[config.mk]
export PLATFORM = sky130hd
export DESIGN_NAME = switch_debounce
export DESIGN_NICKNAME = d
export VERILOG_FILES = /design/src/rtl/switch_debounce.sv
export SDC_FILE = /design/constraint.sdc
export NUM_CORES = 1
export LEC_CHECK = 0
export BUFFER_PORTS_ARGS = -buffer_cell sky130_fd_sc_hd__buf_2
export CORE_MARGIN = 2
export CORE_UTILIZATION = 54
export CTS_CLUSTER_SIZE = 12
export DETAILED_ROUTE_END_ITERATION = 12
export HOLD_SLACK_MARGIN = 0.15
export PLACE_DENSITY = 0.75
export SYNTH_ARGS = -nofsm -noshare
export SYNTH_HDL_FRONTEND = slang
export SYNTH_SLANG_ARGS = --single-unit
[constraint.sdc]
create_clock -name clk -period 1.5 [get_ports clk]
set_input_delay 0.15 -clock clk [delete_from_list [all_inputs] [get_ports clk]]
set_output_delay 0.15 -clock clk [all_outputs]
set_load 0.05 [all_outputs]
[src/rtl/switch_debounce.sv]
// switch_debounce: synchronise and debounce raw switch levels, with edge strobes
// Ports:
//   clk     - system clock, all state on rising edge
//   reset_n - asynchronous active-low reset
//   sw_in   - raw, asynchronous, bouncing switch levels
//   sw_db   - debounced level per bit (decoded from registered state)
//   sw_rise - one-cycle strobe when sw_db goes 0->1
//   sw_fall - one-cycle strobe when sw_db goes 1->0
module switch_debounce #(
  parameter int WIDTH     = 2,
  parameter int TICK_BITS = 19,
  parameter int CONFIRM   = 3
) (
  input  logic             clk,
  input  logic             reset_n,
  input  logic [WIDTH-1:0] sw_in,
  output logic [WIDTH-1:0] sw_db,
  output logic [WIDTH-1:0] sw_rise,
  output logic [WIDTH-1:0] sw_fall
);
  typedef enum logic [1:0] {ZERO = 2'b00, WAIT1 = 2'b01, ONE = 2'b10, WAIT0 = 2'b11} state_t;
  localparam logic [3:0] LAST = 4'(CONFIRM - 1);
  logic [WIDTH-1:0]     s1, s2;
  logic [TICK_BITS-1:0] pre;
  logic                 tick;
  always_ff @(posedge clk or negedge reset_n)
    if (!reset_n) begin
      s1  <= '0;
      s2  <= '0;
      pre <= '0;
    end else begin
      s1  <= sw_in;
      s2  <= s1;
      pre <= pre + 1'b1;
    end
  assign tick = &pre;
  genvar i;
  generate
    for (i = 0; i < WIDTH; i++) begin : g_bit
      state_t     st;
      logic [3:0] cnt;
      logic       rise, fall;
      // a level reversal is checked before the tick so it always wins
      always_ff @(posedge clk or negedge reset_n)
        if (!reset_n) begin
          st   <= ZERO;
          cnt  <= '0;
          rise <= 1'b0;
          fall <= 1'b0;
        end else begin
          rise <= 1'b0;
          fall <= 1'b0;
          case (st)
            ZERO:
              if (s2[i]) begin
                st  <= WAIT1;
                cnt <= '0;
              end
            WAIT1:
              if (!s2[i]) st <= ZERO;
              else if (tick) begin
                if (cnt == LAST) begin
                  st   <= ONE;
                  rise <= 1'b1;
                end else cnt <= cnt + 4'd1;
              end
            ONE:
              if (!s2[i]) begin
                st  <= WAIT0;
                cnt <= '0;
              end
            WAIT0:
              if (s2[i]) st <= ONE;
              else if (tick) begin
                if (cnt == LAST) begin
                  st   <= ZERO;
                  fall <= 1'b1;
                end else cnt <= cnt + 4'd1;
              end
            default: st <= ZERO;
          endcase
        end
      assign sw_db[i]   = (st == ONE) || (st == WAIT0);
      assign sw_rise[i] = rise;
      assign sw_fall[i] = fall;
    end
  endgenerate
endmodule
==> flow_summary_export.csv, run 1 <==
group,metric,value,unit
floorplanning,die_area,0.004008,sq mm
logic_synthesis,postSynthAreaPerCell,11.44,sq um
timing,fin_setup_tns,-1.766,ns
placed_design,placed_cell_area,0.002230,sq mm
layout,nNetsFinal,224,
logic_synthesis,syn_area,0.001899,sq mm
routing,route.met2.wl,2227,microns
floorplanning,die_x,63.31,microns
logic_synthesis,synthXorXnorAreaFrac,8.762,%
worst_setup_path,path_cells,"ha_2 -> and4_1 -> nand4_1 -> o311a_1 -> a221o_1",
timing,slew_viol_final,0,
logic_synthesis,synthSimpleGateAreaFrac,24.04,%
layout,mostFrequentLayoutCell,"dfrtp_1",
clock_tree,clk_latency,0.36,ns
worst_setup_path,cpPeakStageDelay,0.38,ns
timing,timing.fmax,597.9,MHz
global_routing,antenna_found_initial,0,
pwr,p_leak,1.148,nW
routing,drtAntennaViolNets,0,
worst_setup_path,critPathTopFamily,"compound AO/OA/AOI/OAI gates",
layout,fillers,249,
layout,antennaDiodeCount,0,
logic_synthesis,yosysWarnings,0,
worst_setup_path,cpMaxStageDelayCell,"dfrtp_1",
pwr,comb_power_share,3.3,%
worst_setup_path,path_buf_inv,0,
placed_design,hpwl,2799,microns
logic_synthesis,syn_nets,175,
logic_synthesis,muxShareOfSynthArea,1.581,%
logic_synthesis,synth_flop_cell,"dfrtp_1",
clock_tree,clockRootBuffer,"clkbuf_4",
clock_tree,cts_buffers,5,
global_routing,grt_usage,23.38,%
clock_tree,clock-sinks,39,
layout,regArea,975.9,sq um
timing,period_minus_slack,1.673,ns
pwr,power.total,1.771,mW
pwr,power_switching,0.4136,mW
worst_setup_path,startpoint_type,"register",
global_routing,grt_pass1_wl,7127,microns
pwr,pwr-share-clk,36.1,%
layout,multi_input_area,933.4,sq um
floorplanning,fp.coreArea,0.003363,sq mm
routing,drc_errors,0,
status,run_status,"finished with violations",
placed_design,dp_slack,-0.2049,ns
timing,whs,0.2642,ns
routing,firstDrtPassIters,4,
routing,routedWlPerCell,15.72,microns
floorplanning,io_pins,10,
logic_synthesis,synthCells,166,
layout,fin_area,0.002480,sq mm
floorplanning,initial_utilization,56.47,%
logic_synthesis,synth_top_family_by_area,"simple AND/OR/NAND/NOR gates",
worst_setup_path,arrival,1.93,ns
timing,slew_headroom,67.68,%
pwr,pwr-share-seq,60.6,%
routing,vias,1489,
routing,via_per_inst,5.683,
placed_design,place.port_buffers,9,
layout,drive_gt1_share,39.81,%
timing,fin_ws,-0.1725,ns
logic_synthesis,async_flop_share,100.0,%
worst_setup_path,end_kind,"register",
global_routing,grt_overflow,0,
layout,final_cell_mix,"dfrtp_1 (39), buf_4 (37), nand3_1 (14), xnor2_1 (13), nand2_1 (12)",
timing,skew,0.002876,ns
routing,wirelength,4119,microns
pwr,p_per_area,714.1,mW/mm^2
routing,drt-met1-wl,1623,microns
timing,rsz0062_at_grt,"true",
clock_tree,cts_max_level,2,
global_routing,grt_start_max_net_pins,21,
routing,routed-wl-met3,156,microns
clock_tree,cts_buffer_depth,2,
floorplanning,fp.dieH,63.31,microns
placed_design,gp_congestion,0.8463,
worst_setup_path,cp_max_fo,5,
logic_synthesis,synth_seq_cells,39,
timing,setup_viol,18,
status,violations,"setup timing",
worst_hold_path,hold_class,"input port to async pin",
clock_tree,cts_tree,"built",
timing,final.period_utilization,111.5,%
worst_setup_path,cp_data_required_time,1.76,ns
pwr,ir_drop,0.0006965,V
logic_synthesis,ys_types,30,
logic_synthesis,synth_fa_ha_area_share,3.294,%
worst_setup_path,criticalPathCategory,"register to register",
timing,tightest_slew,0.4848,ns
clock_tree,clkTransAtPathRegs,0.12,ns
pwr,internal_power,1.357,mW
routing,top_layer_used,"met4",
pwr,p_sw_share,23.35,%
logic_synthesis,synth-edff-count,0,
timing,report.final.hold_viol_count,0,
logic_synthesis,synth_compound_gate_area_share,5.534,%
routing,drt_iter0_markers,82,
logic_synthesis,yosysSeqAreaShare,51.38,%
layout,area_delta_synth_final,30.57,%
global_routing,grt_pass1_vias,1567,
floorplanning,core.rowCount,21,
job,maxCapViolations,0,
## cell type report
cell class / count / area share, %
repair buffers: 54 / 16.85
inverters: 6 / 0.9082
clock buffers: 7 / 2.624
flip-flops and latches: 39 / 39.35
multi-input cells: 109 / 37.64
clock inverters: 1 / 0.3027
well taps: 46 / 2.321
## path summary, 6_finish.rpt
| path | startpoint | end | slack, ns | cells after the start |
|---|---|---|---|---|
| worst min register to register | s1[1] | s2[1] | 0.37 | 0 |
| worst min-delay path | reset_n | g_bit[1].cnt[3] | 0.26 | 2 |
| min in group clk | s1[1] | s2[1] | 0.37 | 0 |
| max in group asynchronous | reset_n | pre[13] | 0.77 | 3 |
| worst max register to register | pre[1] | g_bit[1].cnt[3] | -0.17 | 5 |
| worst max-delay path | pre[1] | g_bit[1].cnt[3] | -0.17 | 5 |
## worst register-to-register path: cells and delay by family (launching register included)
kind            cells  cell delay (ns)
compound gates      2             0.60
fa+ha+maj           1             0.18
flops               1             0.38
simple gates        2             0.39
## metal layers
| layer | track usage [%] | vias up |
|---|---|---|
| li1 | - | 698 |
| met1 | 26.07 | 740 |
| met2 | 41.09 | 41 |
| met3 | 6.071 | 10 |
| met4 | 11.96 | 0 |
| met5 | 0 | - |
## kinds of logic after synthesis
| logic type | count (synthesis) |
|---|---|
| fa+ha+maj | 5 |
| mux | 2 |
| compound gates | 12 |
| flops | 39 |
| simple gates | 71 |
| xor+xnor | 19 |
| buf+inv | 18 |
## flip-flops by register name (all words and copies together), names as in the netlist, named ones only
name / count
g_bit.rise: 2
s2: 2
s1: 2
g_bit.st: 2
g_bit.cnt: 8
g_bit.fall: 2
pre: 19
## power groups by stage
stage / Sequential (mW) / Clock (mW) / Combinational [mW]
floorplan: 1.08 / 0 / 0.0217
global placement: 1.09 / 0 / 0.0495
detailed placement: 1.09 / 0 / 0.0524
CTS: 1.07 / 0.642 / 0.0589
global route: 1.08 / 0.694 / 0.0655
finish: 1.07 / 0.640 / 0.0578
## synthesized netlist by cell type (all sizes together), types with 4 or more instances
cell	number	area, sq um
nand4	12	105.1
nor3b	12	100.1
buf	10	72.57
inv	5	18.77
xor2	4	35.03
dfrtp	39	975.9
o311ai	6	52.55
xnor2	15	131.4
ha	5	62.56
nand3	17	90.09
nand2	12	45.04
nor2	5	18.77
and4	4	37.54
## through the flow
stage	util [%]	cells
5_1_grt	73.74	262
2_1_floorplan	-	166
4_1_cts	72.92	261
3_5_place_dp	66.29	248
6_report	73.74	262
3_3_place_gp	66.29	248
## repair_timing
item	in CTS	in global routing
setup buffers	2	1
endpoints found under the setup margin	18	21
hold buffers	3	0
endpoints found under the hold margin	41	0
pin swaps	9	3
resized for setup	18	4
No activity file was read; power rests on OpenSTA's default activity.
==> run 2, diff against run 1 <==
ABC_CLOCK_PERIOD_IN_PS = 1500   (was not set)
BUFFER_PORTS_ARGS = -buffer_cell sky130_fd_sc_hd__clkbuf_2   (was -buffer_cell sky130_fd_sc_hd__buf_2)
==> run 2 against run 1 <==
  * The flow still finishes with violations (setup timing)
  * First-iteration DRC count is 30% higher
  * Die area stayed put
  * Maximum frequency is 3.1% lower
  * Combinational power is 4.2% higher
  * Core utilization is 1.7 points higher
  * Largest power group unchanged
  * Setup slack worse by 0.053 ns
  * Total power is 6.2% lower
  * Clock power is 18% lower
  * Non-clock buffer count is 4 higher
  * Final area is 2.4% higher
==> flow_summary_export.csv, run 2 (synthesis gave the netlist of run 1 again) <==
group,metric,value,unit
pwr,p_leak,1.139,nW
routing,wirelength,4463,microns
floorplanning,initial_utilization,56.47,%
timing,slew_headroom,62.22,%
layout,stdcell_count,266,
timing,rsz0062_at_grt,"true",
worst_setup_path,rr_startpoint,"pre[1]",
pwr,ir_drop,0.0005586,V
pwr,internal_power,1.267,mW
worst_setup_path,rr_worst_depth,6,
routing,drtAntennaViolNets,0,
global_routing,grt_start_max_net_pins,21,
clock_tree,clockRootBuffer,"clkbuf_4",
layout,drive_gt1_share,41.36,%
placed_design,placed_cell_area,0.002222,sq mm
status,violations,"setup timing",
timing,skew,0.01074,ns
worst_setup_path,arrival,1.97,ns
routing,drc_errors,0,
layout,fin_area,0.002539,sq mm
clock_tree,clock-sinks,39,
worst_setup_path,cp_max_fo,5,
floorplanning,fp.dieH,63.31,microns
clock_tree,clk_latency,0.35,ns
timing,setup_viol,18,
layout,mostFrequentLayoutCell,"dfrtp_1",
worst_setup_path,cp_data_required_time,1.75,ns
layout,final_cell_mix,"dfrtp_1 (39), buf_4 (38), xnor2_1 (15), nand3_1 (14), nand2_1 (11)",
floorplanning,core.rowCount,21,
routing,vias,1519,
floorplanning,fp.coreArea,0.003363,sq mm
clock_tree,clkTransAtPathRegs,0.12,ns
worst_setup_path,end_kind,"register",
routing,via_per_inst,5.711,
worst_hold_path,hold_class,"input port to async pin",
layout,antennaDiodeCount,0,
routing,routedWlPerCell,16.78,microns
timing,tightest_slew,0.5667,ns
placed_design,gp_congestion,0.8543,
worst_setup_path,rrSetupSlack,-0.23,ns
global_routing,grt_usage,23.84,%
floorplanning,io_pins,10,
pwr,pwr-share-clk,31.7,%
pwr,power_switching,0.3939,mW
worst_setup_path,startpoint_type,"register",
layout,nNetsFinal,228,
timing,fin_setup_tns,-1.700,ns
global_routing,grt_pass1_vias,1647,
placed_design,hpwl,2810,microns
job,maxCapViolations,0,
status,run_status,"finished with violations",
routing,firstDrtPassIters,4,
clock_tree,cts_max_level,2,
timing,period_minus_slack,1.725,ns
worst_setup_path,criticalPathCategory,"register to register",
clock_tree,cts_buffers,5,
timing,slew_viol_final,0,
global_routing,antenna_found_initial,0,
routing,drt_iter0_markers,107,
timing,fin_ws,-0.2254,ns
pwr,p_sw_share,23.72,%
timing,report.final.hold_viol_count,0,
placed_design,place_inst,247,
layout,fillers,239,
layout,area_delta_synth_final,33.66,%
floorplanning,die_x,63.31,microns
global_routing,grt_overflow,0,
layout,top_regs,"pre x19, g_bit.cnt x8",
worst_setup_path,r2r-end,"g_bit[0].cnt[3]",
pwr,p_per_area,654.1,mW/mm^2
global_routing,grt_pass1_wl,7258,microns
timing,whs,0.3035,ns
clock_tree,cts_buffer_depth,2,
pwr,comb_power_share,3.6,%
timing,final.period_utilization,115.0,%
floorplanning,die_area,0.004008,sq mm
clock_tree,cts_tree,"built",
layout,largest_reg_flops,19,
pwr,pwr-share-seq,64.7,%
layout,regMostFlops,"pre",
placed_design,place.port_buffers,9,
timing,timing.fmax,579.6,MHz
pwr,power.total,1.661,mW
## run 2: changes by cell type in the layout (fill, tap and decap cells not counted), moves of 3 or more
cell	previous run	this run
buf_2	9	0
buf_6	4	7
clkbuf_2	0	9
o311ai_2	6	2
o311ai_4	0	4
## run 2: per-layer routing
layer | global-route usage (%) | vias up | wire length [microns]
met5 | 0 | - | 0
met4 | 16.58 | 0 | 111
met3 | 5.714 | 9 | 210
met2 | 41.89 | 47 | 2403
met1 | 25.00 | 752 | 1737
li1 | - | 711 | -
## run 2: critical path: stages, from the launching register on
cell	delay, ns
dfrtp_1	0.38
ha_2	0.18
and4_1	0.19
nand4_1	0.13
buf_6	0.16
o311a_1	0.30
a221o_1	0.28
## run 2: layout make-up
type	instances	area [sq um]	area share [%]
clock buffers	7	45.04	1.774
inverters	6	22.52	0.8871
clock inverters	1	5.005	0.1971
multi-input cells	109	973.4	38.34
well taps	46	57.56	2.267
repair buffers	58	459.2	18.09
flip-flops and latches	39	975.9	38.44
## run 2: per-stage QoR
| step | worst slack [ns] | utilization (%) |
|---|---|---|
| 3_5_place_dp | -0.2474 | 66.07 |
| 3_3_place_gp | -0.09878 | 66.07 |
| 6_report | -0.2254 | 75.48 |
| 2_1_floorplan | -0.08467 | - |
| 5_1_grt | -0.2775 | 75.48 |
| 4_1_cts | -0.1355 | 73.36 |
## run 2: worst max-delay path by stage
| stage | start | endpoint | slack (ns) |
|---|---|---|---|
| after floorplan | pre[0] | register | -0.08 |
| after global placement | pre[1] | g_bit[1].cnt[3] | -0.1 |
| after detailed placement | pre[1] | g_bit[0].cnt[1] | -0.25 |
| after CTS | pre[1] | g_bit[0].cnt[3] | -0.14 |
| after global routing | pre[1] | g_bit[0].cnt[3] | -0.28 |
| final | pre[1] | g_bit[0].cnt[3] | -0.23 |
## run 2: power groups by stage
| stage | clock network, mW | registers, mW | logic [mW] |
|---|---|---|---|
| global placement | 0 | 1.09 | 0.0495 |
| finish | 0.526 | 1.07 | 0.0602 |
| CTS | 0.533 | 1.07 | 0.0583 |
| global route | 0.573 | 1.08 | 0.0671 |
| detailed placement | 0 | 1.09 | 0.0514 |
| floorplan | 0 | 1.08 | 0.0217 |
## run 2: timing repair
action,CTS,global route
resized for setup,22,9
endpoints found under the hold margin,41,0
hold buffers,3,0
pin swaps,11,15
buffers inserted,6,2
setup endpoints to repair,18,20
